$ cat src/rtl/cpu_pkg.sv
// Shared opcode/state encodings and opcode-class helpers for the bit-serial core.
// Latency: n/a (types and pure functions only).
// Backpressure: n/a.
package cpu_pkg;

    typedef enum logic [1:0] {
        IDLE = 2'd0,
        EXEC = 2'd1,
        DONE = 2'd2
    } state_t;

    // Encodings 0xD..0xF are unassigned and behave as NOP.
    typedef enum logic [3:0] {
        OP_NOP  = 4'h0,
        OP_LDI  = 4'h1,
        OP_ADD  = 4'h2,
        OP_SUB  = 4'h3,
        OP_AND  = 4'h4,
        OP_OR   = 4'h5,
        OP_XOR  = 4'h6,
        OP_SHL  = 4'h7,
        OP_SHR  = 4'h8,
        OP_ST   = 4'h9,
        OP_LD   = 4'hA,
        OP_ADDR = 4'hB,
        OP_CMP  = 4'hC
    } opcode_t;

    // Opcodes whose commit updates flag_c / flag_z.
    function automatic logic updates_flags(input opcode_t op);
        case (op)
            OP_ADD, OP_SUB, OP_AND, OP_OR, OP_XOR,
            OP_SHL, OP_SHR, OP_ADDR, OP_CMP: return 1'b1;
            default:                         return 1'b0;
        endcase
    endfunction

    // Opcodes whose serial result replaces the accumulator.
    function automatic logic writes_acc(input opcode_t op);
        case (op)
            OP_LDI, OP_ADD, OP_SUB, OP_AND, OP_OR, OP_XOR,
            OP_SHL, OP_SHR, OP_LD, OP_ADDR: return 1'b1;
            default:                        return 1'b0;
        endcase
    endfunction

    // Subtraction is acc + ~operand + 1, so the carry chain starts at 1.
    function automatic logic carry_seed(input opcode_t op);
        return (op == OP_SUB) || (op == OP_CMP);
    endfunction

    // Opcodes whose second operand comes from the register file.
    function automatic logic uses_reg_operand(input opcode_t op);
        return (op == OP_LD) || (op == OP_ADDR);
    endfunction

endpackage

$ cat src/rtl/serial_alu_bit.sv
// One-bit ALU slice: add/sub/logic/shift/pass on the current operand bits.
// Latency: result bit combinational, carry registered for the next bit.
// Backpressure: none; advances only when en is high.
module serial_alu_bit
    import cpu_pkg::*;
(
    input  logic    clk,
    input  logic    rst_n,
    input  logic    init,
    input  logic    seed,
    input  logic    en,
    input  logic    a,
    input  logic    b,
    input  logic    prev_a,
    input  logic    next_a,
    input  opcode_t op,
    output logic    r,
    output logic    c
);

    logic bx;
    logic c_nxt;

    // Result bit and full-adder carry for the selected opcode.
    always_comb begin
        bx    = carry_seed(op) ? ~b : b;
        c_nxt = (a & bx) | (c & (a ^ bx));
        r     = 1'b0;
        case (op)
            OP_ADD, OP_ADDR, OP_SUB, OP_CMP: r = a ^ bx ^ c;
            OP_AND:                          r = a & b;
            OP_OR:                           r = a | b;
            OP_XOR:                          r = a ^ b;
            OP_SHL:                          r = prev_a;
            OP_SHR:                          r = next_a;
            OP_LDI, OP_LD:                   r = b;
            default:                         r = 1'b0;
        endcase
    end

    // Carry register: seeded at instruction start, ripples one bit per cycle.
    always_ff @(posedge clk or negedge rst_n) begin
        if (!rst_n) begin
            c <= 1'b0;
        end else if (init) begin
            c <= seed;
        end else if (en) begin
            c <= c_nxt;
        end
    end

endmodule

$ cat src/rtl/bit_serial_exec.sv
// Bit-serial accumulator core: executes one loaded instruction LSB-first.
// Latency: 1 start edge + WIDTH bit cycles + 1 commit edge; busy for WIDTH+1 cycles.
// Backpressure: none; a start seen while busy is dropped, not queued.
module bit_serial_exec
    import cpu_pkg::*;
#(
    parameter int WIDTH = 8,
    parameter int NREGS = 4
) (
    input  logic             clk,
    input  logic             rst_n,
    input  logic [3:0]       opcode,
    input  logic [11:0]      instr,
    input  logic             inst_done,
    output logic [WIDTH-1:0] acc_bits,
    output logic             busy,
    output logic             flag_c,
    output logic             flag_z
);

    localparam int CNT_W = (WIDTH > 1) ? $clog2(WIDTH) : 1;
    localparam logic [CNT_W-1:0] CNT_LAST = CNT_W'(WIDTH - 1);

    state_t           state;
    logic             done_q;
    opcode_t          op_q;
    logic [1:0]       sel_q;
    logic [CNT_W-1:0] cnt;
    logic [WIDTH-1:0] a_sh;
    logic [WIDTH-1:0] b_sh;
    logic [WIDTH-1:0] res_sh;
    logic             prev_a;
    logic [WIDTH-1:0] regs [NREGS];

    opcode_t          op_in;
    logic [WIDTH-1:0] imm_ext;
    logic             start;
    logic             seed_in;
    logic             alu_en;
    logic             alu_r;
    logic             alu_c;
    logic             unused_hi;

    assign op_in     = opcode_t'(opcode);
    assign imm_ext   = WIDTH'(instr[7:0]);
    assign start     = done_q & ~inst_done & (state == IDLE);
    assign seed_in   = carry_seed(op_in);
    assign alu_en    = (state == EXEC);
    assign unused_hi = ^instr[11:10];

    serial_alu_bit u_alu (
        .clk    (clk),
        .rst_n  (rst_n),
        .init   (start),
        .seed   (seed_in),
        .en     (alu_en),
        .a      (a_sh[0]),
        .b      (b_sh[0]),
        .prev_a (prev_a),
        .next_a (a_sh[1]),
        .op     (op_q),
        .r      (alu_r),
        .c      (alu_c)
    );

    // Loader handshake: a falling inst_done marks a complete instruction.
    always_ff @(posedge clk or negedge rst_n) begin
        if (!rst_n) begin
            done_q <= 1'b0;
        end else begin
            done_q <= inst_done;
        end
    end

    // Sequencer and serial datapath: latch operands, shift one bit per EXEC cycle.
    always_ff @(posedge clk or negedge rst_n) begin
        if (!rst_n) begin
            state  <= IDLE;
            busy   <= 1'b0;
            op_q   <= OP_NOP;
            sel_q  <= 2'd0;
            cnt    <= '0;
            a_sh   <= '0;
            b_sh   <= '0;
            res_sh <= '0;
            prev_a <= 1'b0;
        end else begin
            case (state)
                IDLE: begin
                    if (start) begin
                        op_q   <= op_in;
                        sel_q  <= instr[9:8];
                        a_sh   <= acc_bits;
                        b_sh   <= uses_reg_operand(op_in) ? regs[instr[9:8]] : imm_ext;
                        cnt    <= '0;
                        prev_a <= 1'b0;
                        busy   <= 1'b1;
                        state  <= EXEC;
                    end
                end
                EXEC: begin
                    a_sh   <= a_sh >> 1;
                    b_sh   <= b_sh >> 1;
                    prev_a <= a_sh[0];
                    res_sh <= {alu_r, res_sh[WIDTH-1:1]};
                    cnt    <= cnt + 1'b1;
                    if (cnt == CNT_LAST) begin
                        state <= DONE;
                    end
                end
                DONE: begin
                    busy  <= 1'b0;
                    state <= IDLE;
                end
                default: begin
                    busy  <= 1'b0;
                    state <= IDLE;
                end
            endcase
        end
    end

    // Architectural commit: accumulator, flags and registers change only in DONE.
    always_ff @(posedge clk or negedge rst_n) begin
        if (!rst_n) begin
            acc_bits <= '0;
            flag_c   <= 1'b0;
            flag_z   <= 1'b0;
            for (int i = 0; i < NREGS; i++) begin
                regs[i] <= '0;
            end
        end else if (state == DONE) begin
            if (writes_acc(op_q)) begin
                acc_bits <= res_sh;
            end
            if (op_q == OP_ST) begin
                regs[sel_q] <= acc_bits;
            end
            if (updates_flags(op_q)) begin
                flag_z <= ~|res_sh;
                case (op_q)
                    OP_ADD, OP_ADDR, OP_SUB, OP_CMP: flag_c <= alu_c;
                    OP_SHL:                          flag_c <= acc_bits[WIDTH-1];
                    OP_SHR:                          flag_c <= acc_bits[0];
                    default:                         flag_c <= 1'b0;
                endcase
            end
        end
    end

endmodule

$ cat config.mk
export PLATFORM = sky130hd
export DESIGN_NAME = bit_serial_exec
export DESIGN_NICKNAME = d
export VERILOG_FILES = /design/src/rtl/cpu_pkg.sv /design/src/rtl/serial_alu_bit.sv /design/src/rtl/bit_serial_exec.sv
export SDC_FILE = /design/constraint.sdc
export NUM_CORES = 1
export LEC_CHECK = 0
export ABC_AREA = 1
export CAP_MARGIN = 0
export CORE_MARGIN = 1
export CORE_UTILIZATION = 35
export CTS_BUF_LIST = sky130_fd_sc_hd__clkbuf_4
export CTS_CLUSTER_DIAMETER = 150
export DETAILED_ROUTE_END_ITERATION = 6
export PLACE_DENSITY_LB_ADDON = 0.08
export SETUP_SLACK_MARGIN = 0.1
export SKIP_CTS_REPAIR_TIMING = 1
export SLEW_MARGIN = 20
export SYNTH_ARGS = -nofsm -noshare
export SYNTH_HDL_FRONTEND = slang
export SYNTH_SLANG_ARGS = --single-unit
$ cat constraint.sdc
create_clock -name clk -period 2.1 [get_ports clk]
set_clock_uncertainty 0.2 [all_clocks]
set_input_delay 0.315 -clock clk [delete_from_list [all_inputs] [get_ports clk]]
set_output_delay 0.315 -clock clk [all_outputs]
set_load 0.01 [all_outputs]
==> results.rst <==
.. list-table::
   :header-rows: 1

   * - Metric
     - Value
   * - Number of synthesis warnings
     - 0
   * - Slew at the pin closest to its max-slew limit
     - 0.4995 ns
   * - Antenna violations before repair
     - 0
   * - Cell Pwr Density
     - roughly 1100 nW/um2
   * - Critical path buffer and inverter count
     - 0
   * - Number of diodes
     - 0
   * - Floorplan Core Area
     - about 11000 um2
   * - Fillers
     - 1128
   * - Most Frequent Cell on Critical Path
     - nand2_1
   * - TritonCTS clock tree
     - built
   * - Vias
     - 3067
   * - Crit path largest cell delay
     - around 0.5 ns
   * - Worst min-delay path category
     - primary input to asynchronous set/reset pin
   * - Number of top-level pins
     - 30
   * - Wirelength per Cell
     - about 15 um
   * - Register area share after synthesis
     - between 50% and 60%
   * - Run status
     - finished clean
   * - First-pass DRT Iterations
     - 5
   * - Clock slew at reported path FFs
     - about 0.13 ns
   * - Slowest cell on the critical path
     - fa_1
   * - Kind of critical path
     - register to register
   * - H-tree Lvls
     - 3
   * - Maximum net fanout on the critical path
     - 4
   * - Endpoint kind of the worst setup timing path
     - register
   * - Synth top area cells
     - dfrtp_1, nand2_1, o21ai_0
   * - Remaining number of nets flagged by the antenna check after routing
     - 0
   * - Die height
     - 107.5 um
   * - Placement Setup Slack
     - -0.04423 ns
   * - Number of sinks handled by clock tree synthesis
     - 81
   * - TNS Setup
     - 0 ns
   * - Instance count of the mapped netlist
     - 440
   * - Final weighted congestion in routability-driven placement
     - 0.7657
   * - Worst voltage drop across the vdd grid
     - between 0.4 and 0.5 mV
   * - Initial DRC count
     - 222
   * - Global router's overall resource usage
     - between 10% and 20%
   * - Total Power
     - about 5.2 mW
   * - Die area
     - roughly 12000 um2
   * - Final critical-path setup slack
     - 0.03913 ns
   * - Synth Cell Area
     - 3896 um2
   * - Series of cell instances along the critical path
     - ha_2 -> nand2_1 -> nand2_2 -> xor2_2 -> fa_1 -> o21ai_1 -> nand3_1 -> nand2_1 -> nand2_1
   * - Main flop type after synthesis
     - dfrtp_1
   * - Number of nets in the final layout
     - between 500 and 600
   * - Via count of the first global-routing pass
     - between 2000 and 3000
   * - Most instantiated library cell after synthesis
     - nand2_1
   * - Arrival time at the worst endpoint
     - around 2.2 ns
   * - Shortest period the worst path allows
     - 2.061 ns
   * - Post-synthesis to final-layout area growth
     - 20.07%
   * - Biggest area consumer among synthesized cells
     - dfrtp_1
   * - Post-detailed-routing wire length
     - approximately 9.3 mm
   * - Via density per instance
     - 4.845
   * - Count of max-cap constraint violations
     - 0
   * - Total nets after synthesis
     - 468
   * - Wire length of the first global-routing pass
     - about 15 mm
   * - Post-layout util
     - about 43%
   * - Post-synth cell types
     - 33
   * - Avg Cell Area, Syn
     - about 8.9 um2
   * - Root Driver
     - clkbuf_4
   * - Count of flip-flops with a built-in enable after synthesis
     - 0
   * - Part of the cycle the worst path needs
     - 98.14%
   * - Fraction of final layout cells sized beyond drive strength 1
     - 16.23%
   * - Headroom to the max-slew limit
     - around 66%
   * - Hold slack
     - ~0.15 ns
   * - Port buffer count
     - 27
   * - Largest net degree at the start of global routing
     - 37
   * - Source-to-sink clock delay at the later pin of the worst-skew pair
     - between 0.4 and 0.5 ns
   * - Die width
     - between 100 and 150 um
   * - Fmax
     - 0.4852 GHz
   * - TritonCTS Buffers
     - 9
   * - RSZ-0062 raised after global routing
     - yes
   * - Leading cell types by count after synthesis
     - nand2_1, dfrtp_1, inv_1
   * - Number of storage elements in the synthesis netlist
     - around 80
   * - Half-perimeter wire length after detailed placement
     - approximately 6.3 mm
   * - Number of pins exceeding their max-slew limit in the final report
     - 0
   * - Rows
     - 38
   * - Starting Density
     - between 30% and 40%
   * - Async set or reset register ratio after synthesis
     - 100.0%
   * - Leak Pwr
     - 2.135 nW
   * - Critical path's top delay family
     - adder cells
   * - Proportion of netlist area held by the largest area contributor
     - between 50% and 60%
   * - CP Data Required Time
     - ~2.2 ns
   * - Count of final setup violators
     - 0
   * - CTS max path bufs
     - 2
   * - Launching element type of the critical path
     - register
   * - Hold violation count in the final report
     - 0
   * - Total global routing overflow
     - 0
   * - Detailed-route DRC error count
     - 0
==> stage by stage <==
| stage | instances | cell area (um2) |
|---|---|---|
| after floorplan | 440 | 3911 |
| after global placement | 608 | 4442 |
| after detailed placement | 608 | 4442 |
| after CTS | 623 | 4546 |
| after global routing | 633 | 4678 |
| final | 633 | 4678 |
==> where the power goes <==
part	total [mW]	internal (mW)	leakage (nW)	switching, mW
logic	2.17	0.949	1.00	1.22
clock network	0.789	0.257	0.0601	0.532
registers	2.29	1.94	1.07	0.343
total	5.25	3.15	2.13	2.10
==> logic make-up after synthesis <==
group	after synthesis	share of synthesized area (%)
AND/OR/NAND/NOR	173	20.55
AO/OA/AOI/OAI	107	16.22
flip-flops	81	52.02
buffers and inverters	69	7.900
adder cells (fa/ha/maj)	9	3.083
XOR/XNOR	1	0.2248
==> sequential cells by signal, summed over array words and instances (netlist names), 2 cells and up <==
name,cells
acc_bits,8
b_sh,8
state,2
a_sh,8
regs,32
cnt,3
res_sh,8
op_q,4
sel_q,2
==> worst paths after layout <==
kind | slack (ns) | to | cells after the start | startpoint
setup / recovery | 0.04 | res_sh[7] | 9 | op_q[0]
hold / removal | 0.15 | prev_a | 2 | rst_n
setup reg to reg | 0.04 | res_sh[7] | 9 | op_q[0]
hold reg to reg | 0.29 | cnt[0] | 1 | cnt[0]
max in group asynchronous | 0.96 | regs[25] | 3 | rst_n
min in group clk | 0.15 | done_q | 1 | inst_done
==> placed cells by master (no fill, tap or decap), drive strengths merged, types with 8 or more instances in the layout <==
cell type | Yosys | routed
clkbuf | 7 | 11
buf | 10 | 27
o22ai | 15 | 15
nand3 | 26 | 27
nor2 | 45 | 45
nand2 | 89 | 89
inv | 51 | 51
o21ai | 75 | 75
ha | 8 | 8
dfrtp | 81 | 81
clkdlybuf4s50 | 0 | 26
==> routing by layer <==
| metal | share of wire, % | up-vias | GRT usage [%] | routed length [um] |
|---|---|---|---|---|
| met5 | 0 | - | 0 | 0 |
| met4 | 1.6 | 0 | 7.339 | 148 |
| met3 | 3.6 | 11 | 2.663 | 332 |
| met2 | 43 | 48 | 24.27 | 4003 |
| met1 | 52 | 1456 | 25.73 | 4858 |
| li1 | - | 1552 | - | - |
==> layout make-up <==
type	count	area [um2]	area share, %
inverter	52	197.7	4.226
multi-input combinational	291	1624	34.72
timing repair buffer	54	548.0	11.71
sequential	81	2029	43.38
clock inverter	4	21.27	0.4547
clock buffer	11	82.58	1.765
tap	140	175.2	3.744
(Power assumes the default switching activity.)
